<file path="src/rtl/regfile_pkg.sv">
// Shared defaults and width helpers for the parametrised integer register file.
package regfile_pkg;

    localparam int DEF_XLEN     = 64;
    localparam int DEF_NREGS    = 32;
    localparam int DEF_NRD      = 2;
    localparam bit DEF_ZERO_REG = 1'b1;

    function automatic int addr_width_f(input int nregs);
        if (nregs < 2) begin
            return 1;
        end else begin
            return $clog2(nregs);
        end
    endfunction

    // Counter must be able to hold NREGS itself, hence the +1.
    function automatic int cnt_width_f(input int nregs);
        return $clog2(nregs + 1);
    endfunction

endpackage

</file>
<file path="src/rtl/regfile_sb_if.sv">
// Decode/writeback bus of the register file: read ports, writeback port, issue port and status.
interface regfile_sb_if
    import regfile_pkg::*;
#(
    parameter int XLEN  = DEF_XLEN,
    parameter int NREGS = DEF_NREGS,
    parameter int NRD   = DEF_NRD
) ();

    localparam int AW = addr_width_f(NREGS);
    localparam int CW = cnt_width_f(NREGS);

    logic [NRD*AW-1:0]   rd_addr;
    logic [NRD*XLEN-1:0] rd_data;
    logic [NRD-1:0]      rd_busy;
    logic                wr_en;
    logic [AW-1:0]       wr_addr;
    logic [XLEN-1:0]     wr_data;
    logic                issue_en;
    logic [AW-1:0]       issue_rd;
    logic [CW-1:0]       busy_cnt;
    logic                err;

    modport master (
        output rd_addr, wr_en, wr_addr, wr_data, issue_en, issue_rd,
        input  rd_data, rd_busy, busy_cnt, err
    );

    modport slave (
        input  rd_addr, wr_en, wr_addr, wr_data, issue_en, issue_rd,
        output rd_data, rd_busy, busy_cnt, err
    );

endinterface

</file>
<file path="src/rtl/regfile_scoreboard.sv">
// Per-register busy bits for in-flight destinations, exact busy population count
// and a sticky flag for issues that collide with an outstanding writeback.
module regfile_scoreboard
    import regfile_pkg::*;
#(
    parameter int  NREGS    = DEF_NREGS,
    parameter bit  ZERO_REG = DEF_ZERO_REG,
    localparam int AW       = addr_width_f(NREGS),
    localparam int CW       = cnt_width_f(NREGS)
) (
    input  logic             clk,
    input  logic             reset,
    input  logic             wr_legal,
    input  logic [AW-1:0]    wr_addr,
    input  logic             issue_en,
    input  logic [AW-1:0]    issue_rd,
    output logic [NREGS-1:0] busy,
    output logic [CW-1:0]    busy_cnt,
    output logic             err
);

    logic [NREGS-1:0] busy_q, busy_d;
    logic [CW-1:0]    cnt_q, cnt_d;
    logic             err_q, err_d;
    logic             issue_eff_s;
    logic             same_reg_s;
    logic             set_inc_s;
    logic             clr_dec_s;
    logic             illegal_s;

    // Next busy vector, count delta and illegal-issue detection.
    always_comb begin
        issue_eff_s = issue_en && !(ZERO_REG && (issue_rd == {AW{1'b0}}));
        same_reg_s  = wr_legal && issue_eff_s && (wr_addr == issue_rd);
        // Issue and writeback on one register: issue wins and the bit never drops.
        set_inc_s   = issue_eff_s && !busy_q[issue_rd];
        clr_dec_s   = wr_legal && busy_q[wr_addr] && !same_reg_s;
        illegal_s   = issue_eff_s && busy_q[issue_rd] && !same_reg_s;
        busy_d      = busy_q;
        for (int i = 0; i < NREGS; i++) begin
            busy_d[i] = (issue_eff_s && (issue_rd == AW'(i))) ||
                        (busy_q[i] && !(wr_legal && (wr_addr == AW'(i))));
        end
        cnt_d = cnt_q + CW'(set_inc_s) - CW'(clr_dec_s);
        err_d = err_q || illegal_s;
    end

    // Scoreboard state, cleared asynchronously on reset.
    always_ff @(posedge clk or posedge reset) begin
        if (reset) begin
            busy_q <= {NREGS{1'b0}};
            cnt_q  <= {CW{1'b0}};
            err_q  <= 1'b0;
        end else begin
            busy_q <= busy_d;
            cnt_q  <= cnt_d;
            err_q  <= err_d;
        end
    end

    assign busy     = busy_q;
    assign busy_cnt = cnt_q;
    assign err      = err_q;

endmodule

</file>
<file path="src/rtl/regfile_sb.sv">
// Integer register file with same-cycle writeback bypass on every read port
// and a busy scoreboard for hazard detection at issue.
module regfile_sb
    import regfile_pkg::*;
#(
    parameter int  XLEN     = DEF_XLEN,
    parameter int  NREGS    = DEF_NREGS,
    parameter int  NRD      = DEF_NRD,
    parameter bit  ZERO_REG = DEF_ZERO_REG,
    localparam int AW       = addr_width_f(NREGS)
) (
    input logic         clk,
    input logic         reset,
    regfile_sb_if.slave bus
);

    logic [XLEN-1:0]     mem_q [NREGS];
    logic [XLEN-1:0]     mem_d [NREGS];
    logic                wr_legal_s;
    logic [NREGS-1:0]    busy_s;
    logic [AW-1:0]       ra_s;
    logic                hit_s;
    logic                zero_s;
    logic [NRD*XLEN-1:0] rd_data_s;
    logic [NRD-1:0]      rd_busy_s;

    // Writeback to storage; register 0 is never written when hardwired.
    always_comb begin
        wr_legal_s = bus.wr_en && !(ZERO_REG && (bus.wr_addr == {AW{1'b0}}));
        for (int i = 0; i < NREGS; i++) begin
            mem_d[i] = (wr_legal_s && (bus.wr_addr == AW'(i))) ? bus.wr_data : mem_q[i];
        end
    end

    // Storage flops, cleared asynchronously on reset.
    always_ff @(posedge clk or posedge reset) begin
        if (reset) begin
            for (int i = 0; i < NREGS; i++) begin
                mem_q[i] <= {XLEN{1'b0}};
            end
        end else begin
            for (int i = 0; i < NREGS; i++) begin
                mem_q[i] <= mem_d[i];
            end
        end
    end

    // Read muxes: reset and x0 force zero, a matching writeback is forwarded.
    always_comb begin
        rd_data_s = {(NRD*XLEN){1'b0}};
        rd_busy_s = {NRD{1'b0}};
        ra_s      = {AW{1'b0}};
        hit_s     = 1'b0;
        zero_s    = 1'b0;
        for (int p = 0; p < NRD; p++) begin
            ra_s   = bus.rd_addr[p*AW +: AW];
            hit_s  = wr_legal_s && (bus.wr_addr == ra_s);
            zero_s = ZERO_REG && (ra_s == {AW{1'b0}});
            if (reset || zero_s) begin
                rd_data_s[p*XLEN +: XLEN] = {XLEN{1'b0}};
            end else if (hit_s) begin
                rd_data_s[p*XLEN +: XLEN] = bus.wr_data;
            end else begin
                rd_data_s[p*XLEN +: XLEN] = mem_q[ra_s];
            end
            rd_busy_s[p] = !reset && !zero_s && busy_s[ra_s] && !hit_s;
        end
    end

    assign bus.rd_data = rd_data_s;
    assign bus.rd_busy = rd_busy_s;

    regfile_scoreboard #(
        .NREGS    (NREGS),
        .ZERO_REG (ZERO_REG)
    ) u_scoreboard (
        .clk      (clk),
        .reset    (reset),
        .wr_legal (wr_legal_s),
        .wr_addr  (bus.wr_addr),
        .issue_en (bus.issue_en),
        .issue_rd (bus.issue_rd),
        .busy     (busy_s),
        .busy_cnt (bus.busy_cnt),
        .err      (bus.err)
    );

endmodule

</file>
<file path="src/flat_wrapper.sv">
// flat-port wrapper written by rule: the top's interface ports become plain ports
module regfile_sb_flat import regfile_pkg::*;
#(
    parameter int  XLEN     = DEF_XLEN,
    parameter int  NREGS    = DEF_NREGS,
    parameter int  NRD      = DEF_NRD,
    parameter bit  ZERO_REG = DEF_ZERO_REG,
    localparam int AW       = addr_width_f(NREGS)
)
  (clk, reset, bus_rd_addr, bus_wr_en, bus_wr_addr, bus_wr_data, bus_issue_en, bus_issue_rd, bus_rd_data, bus_rd_busy, bus_busy_cnt, bus_err);
  regfile_sb_if #(.XLEN(XLEN), .NREGS(NREGS), .NRD(NRD)) bus_i ();
  input logic clk;
  input logic reset;
  input wire logic [$bits(bus_i.rd_addr)-1:0] bus_rd_addr;
  input wire logic [$bits(bus_i.wr_en)-1:0] bus_wr_en;
  input wire logic [$bits(bus_i.wr_addr)-1:0] bus_wr_addr;
  input wire logic [$bits(bus_i.wr_data)-1:0] bus_wr_data;
  input wire logic [$bits(bus_i.issue_en)-1:0] bus_issue_en;
  input wire logic [$bits(bus_i.issue_rd)-1:0] bus_issue_rd;
  output wire logic [$bits(bus_i.rd_data)-1:0] bus_rd_data;
  output wire logic [$bits(bus_i.rd_busy)-1:0] bus_rd_busy;
  output wire logic [$bits(bus_i.busy_cnt)-1:0] bus_busy_cnt;
  output wire logic [$bits(bus_i.err)-1:0] bus_err;
  assign bus_i.rd_addr = bus_rd_addr;
  assign bus_i.wr_en = bus_wr_en;
  assign bus_i.wr_addr = bus_wr_addr;
  assign bus_i.wr_data = bus_wr_data;
  assign bus_i.issue_en = bus_issue_en;
  assign bus_i.issue_rd = bus_issue_rd;
  assign bus_rd_data = bus_i.rd_data;
  assign bus_rd_busy = bus_i.rd_busy;
  assign bus_busy_cnt = bus_i.busy_cnt;
  assign bus_err = bus_i.err;
  regfile_sb #(.XLEN(XLEN), .NREGS(NREGS), .NRD(NRD), .ZERO_REG(ZERO_REG)) u_core (.clk(clk), .reset(reset), .bus(bus_i));
endmodule
</file>
<file path="config.mk">
export PLATFORM = sky130hd
export DESIGN_NAME = regfile_sb_flat
export DESIGN_NICKNAME = d
export VERILOG_FILES = /design/src/rtl/regfile_pkg.sv /design/src/rtl/regfile_sb_if.sv /design/src/rtl/regfile_scoreboard.sv /design/src/rtl/regfile_sb.sv /design/src/flat_wrapper.sv
export SDC_FILE = /design/constraint.sdc
export NUM_CORES = 2
export LEC_CHECK = 0
export CAP_MARGIN = 20
export CORE_ASPECT_RATIO = 1.1
export CORE_MARGIN = 1
export CORE_UTILIZATION = 30
export CTS_CLUSTER_SIZE = 40
export DETAILED_ROUTE_END_ITERATION = 16
export PLACE_DENSITY_LB_ADDON = 0.15
export SLEW_MARGIN = 20
export SYNTH_ARGS = -nofsm -noshare
export SYNTH_HDL_FRONTEND = slang
export SYNTH_SLANG_ARGS = --single-unit
</file>
<file path="constraint.sdc">
create_clock -name clk -period 286.2 [get_ports clk]
set_input_delay 85.86 -clock clk [delete_from_list [all_inputs] [get_ports clk]]
set_output_delay 85.86 -clock clk [all_outputs]
set_load 0.05 [all_outputs]
</file>
==> out/results.env <==
POSTSYNTHREGISTERBITS=2087
RELSLEWSLACK=0.131
TRITONCTS='yes'
CTS.REPORTEDPATHS.CLKPINSLEW_PS=60
SYNTH_AREA_LEADERS='sky130_fd_sc_hd__dfrtp_1 47%, sky130_fd_sc_hd__mux2_2 20%, sky130_fd_sc_hd__mux4_2 18%, sky130_fd_sc_hd__mux2i_1 2.6%, sky130_fd_sc_hd__clkbuf_1 1.6%'
GRT_MAX_DEGREE=161
VIA_PER_INST=5.94
GRT_PASS1_WL_MICRONS=658000
CLOCK_SINK_COUNT=2087
SYNTH_SEQUENTIAL_AREA_RATIO=0.467
CRITICAL_PATH.SLOWEST_CELL='sky130_fd_sc_hd__buf_4'
INITIAL_ANTENNA_VIOLATION_COUNT=40
SYNTHESIS.INSTANCES=7628
GLOBAL_PLACER_S_FINAL_WEIGHTED_CONGESTION=0.809
CRITPATHTOPFAMILY='buffers and inverters'
SYNTH_CELL_TYPES=67
TOP_LEVEL_PORTS=225
VDD.IR_DROP.WORST_V=0.00000410
CRITICAL-PATH-TOP-CELL-BY-COUNT='sky130_fd_sc_hd__buf_4'
SYNTHESIS.YOSYS.WARNINGS=0
HTREEDEPTH=5
WORST-R2R-SETUP-SLACK_PS=282990
CRITPATHBUFINV=5
DR_TOTAL_VIAS=75300
CRITPATHARRIVALTIME_PS=91830
CRITICAL_PATH.MAX_STAGE_DELAY_PS=910
FINALNETCOUNT=7591
SETUP-TNS-FINAL_PS=0
DETAIL_ROUTE.DRC_VIOLATIONS=0
POSTCTSHOLDBUFS=0
TIMING.CRITICAL_PATH.CELLS='clkbuf_8 > clkinv_2 > a31oi_1 > o31a_2 > buf_4 > buf_4 > a32o_1 > clkdlybuf4s50_1'
POST-SYNTH-TOP-AREA-FRACTION=0.467
GR-USAGE-ALL-LAYERS=0.249
POSTSYNTH.TOPFLOPCELL='sky130_fd_sc_hd__dfrtp_1'
POST_CTS_RESIZE_COUNT=0
DR.FIRST_ITER.DRC_COUNT=7508
DIE_WIDTH_MICRONS=584
CATEGORY_OF_THE_WORST_SETUP_PATH_LAUNCH_POINT='input port'
LAYOUT-AREA-OVERHEAD-VS-SYNTH_PCT=13.9
ACTUAL_SLEW_AT_THE_WORST_MAX_SLEW_PIN_PS=1290
FINAL_UTIL=0.344
WORSTSKEWPAIRLATENCY_PS=910
CRITPATHKIND='in2out'
CTS.REPAIR_TIMING.SETUP_BUFFER_COUNT=0
FIN_WORST_SKEW_PS=16.4
MAXIMUM_NUMBER_OF_BUFFERS_FROM_CLOCK_ROOT_TO_SINK=4
CRITPATHCAPTURETYPE='output port'
STATUS='finished clean'
POWER_PER_CELL_AREA_nW_PER_UM2=7.28
SYNTH_FP_NETS=7723
DIE_FOOTPRINT_SQ_UM=375000
ASYNC_RESET_FF_FRAC=1.00
DP.FINAL_HPWL_MICRONS=269000
ROWS=234
DRT_PASS1_ITERATIONS=6
WORST-ENDPOINT-REQUIRED_PS=200340
FIN_CRIT_SH=0.621
SETUP_REPAIR_AFTER_GLOBAL_ROUTING_MISSED_ITS_MARGIN='no'
WIRE_PER_INST_MICRONS=37.3
FINAL_ANTENNA_NET_COUNT=0
TRITONCTS.NUM_BUFFERS=262
POST_ROUTE_MINIMUM_PERIOD_PS=177690
FIRST_GLOBAL_VIAS=78000
WL_MICRONS=473000
HOLD_VIOLATIONS=0
DRIVE_GT1_FRAC=0.483
PORT-BUFFER-COUNT=224
MAPPEDNETLISTAREA_SQ_UM=112000
FINAL_MAX_SLEW_VIOLS=0
DP_CELLS=12200
SYNTH_AREA_LEADER_CELL='sky130_fd_sc_hd__dfrtp_1'
DIE_H_MICRONS=642
CRITICAL_PATH.MAX_FANOUT=47
SYNTH_ENABLE_FLOP_CELLS=0
CLOCKROOTBUFFER='sky130_fd_sc_hd__clkbuf_16'
FIN_HOLD_WS_PS=395
GRT-OVFL-TOTAL=0
FIN_CELLS=12700
PLACEABLECOREAREA_SQ_UM=370000
FMAXACHIEVABLE_MHz=5.63
SYN_AREA_PER_CELL_SQ_UM=14.7
MIN-DELAY-PATH-CLASS='reg2reg'
START_UTIL=0.302
SETUP_VIOL=0
MAX_CAP_VIOLATIONS=0
P_LEAK_nW=53.7
[cells by family (layout without fill, tap and decap cells)]
| kind of cell | after synthesis | in the layout | synth area share |
|---|---|---|---|
| compound gates | 814 | 814 | 0.0535 |
| xor+xnor | 20 | 20 | 0.00157 |
| fa+ha+maj | 7 | 7 | 0.000850 |
| buf+inv | 902 | 969 | 0.0371 |
| flops | 2087 | 2087 | 0.467 |
| mux | 3252 | 3252 | 0.417 |
| other cells | 0 | 15 | 0 |
| simple gates | 546 | 546 | 0.0234 |
[report_power, final]
| group | total [mW] | switching (mW) | internal, mW |
|---|---|---|---|
| Combinational | 0.192 | 0.0860 | 0.106 |
| Sequential | 0.395 | 0.0430 | 0.352 |
| Clock | 0.340 | 0.139 | 0.201 |
| Total | 0.927 | 0.268 | 0.659 |
[area by class of cell]
| type | instances | area [sq um] |
|---|---|---|
| sequential | 2087 | 52200 |
| clock inverter | 67 | 747 |
| fill | 35900 | 243000 |
| tap | 4956 | 6200 |
| inverter | 16 | 78.8 |
| multi-input combinational | 4639 | 55900 |
| clock buffer | 396 | 7860 |
| antenna | 15 | 37.5 |
| timing repair buffer | 490 | 4330 |
[Yosys cell counts, types with 52 or more instances]
master	count
sky130_fd_sc_hd__a211oi_1	75
sky130_fd_sc_hd__a21oi_1	107
sky130_fd_sc_hd__a22oi_1	199
sky130_fd_sc_hd__a32o_1	68
sky130_fd_sc_hd__buf_2	293
sky130_fd_sc_hd__buf_4	52
sky130_fd_sc_hd__clkbuf_1	482
sky130_fd_sc_hd__dfrtp_1	2087
sky130_fd_sc_hd__mux2_2	2020
sky130_fd_sc_hd__mux2i_1	294
sky130_fd_sc_hd__mux4_2	918
sky130_fd_sc_hd__nand2_1	247
sky130_fd_sc_hd__nand3_1	52
sky130_fd_sc_hd__o21ai_0	62
sky130_fd_sc_hd__o221ai_1	62
sky130_fd_sc_hd__o22ai_1	96
[final timing paths]
check	start	end	cells after the start
max	bus_rd_addr[9]	bus_rd_data[117]	8
min	u_core.mem_q[2011]	u_core.mem_q[2011]	0
max reg2reg	u_core.u_scoreboard.busy[19]	u_core.u_scoreboard.busy_cnt[4]	13
min reg2reg	u_core.mem_q[2011]	u_core.mem_q[2011]	0
max in group asynchronous	reset	u_core.mem_q[1338]	8
min in group asynchronous	reset	u_core.mem_q[70]	2
[flip-flops by register name (all words and copies together), names as in the netlist]
signal	flops
u_core.u_scoreboard.busy	32
u_core.u_scoreboard.busy_cnt	6
u_core.u_scoreboard.err	1
u_core.mem_q	2048
[layout by cell type (no fill, tap or decap), drive strengths merged, types with 68 or more instances in the layout]
cell,n
mux4,918
a32o,68
clkbuf,397
a22oi,199
mux2i,294
dfrtp,2087
nand2,247
o22ai,96
clkdlybuf4s50,194
a21oi,107
buf,295
mux2,2040
a211oi,75
[stage by stage]
stage,power [mW],cell area [sq um],worst slack [ps]
2_1_floorplan,0.533,112000,62650
3_3_place_gp,0.585,119000,108690
3_5_place_dp,0.591,119000,108640
4_1_cts,0.934,127000,108640
5_1_grt,0.965,127000,108640
6_report,0.927,127000,108510
[routing by layer]
metal | vias up | track usage | routed length, microns
met2 | 3180 | 0.387 | 218000
met4 | 8 | 0.0906 | 18100
met5 | - | 0 | 77
li1 | 29400 | - | -
met1 | 41900 | 0.345 | 205000
met3 | 770 | 0.0437 | 31600
[worst register-to-register path, delay by kind of cell (launching register included)]
| family | cells | cell delay [ps] |
|---|---|---|
| buf+inv | 1 | 40 |
| xor+xnor | 1 | 120 |
| flops | 1 | 460 |
| fa+ha+maj | 3 | 930 |
| simple gates | 5 | 1060 |
| compound gates | 2 | 290 |
| mux | 1 | 240 |
No activity file was read; power rests on OpenSTA's default activity.
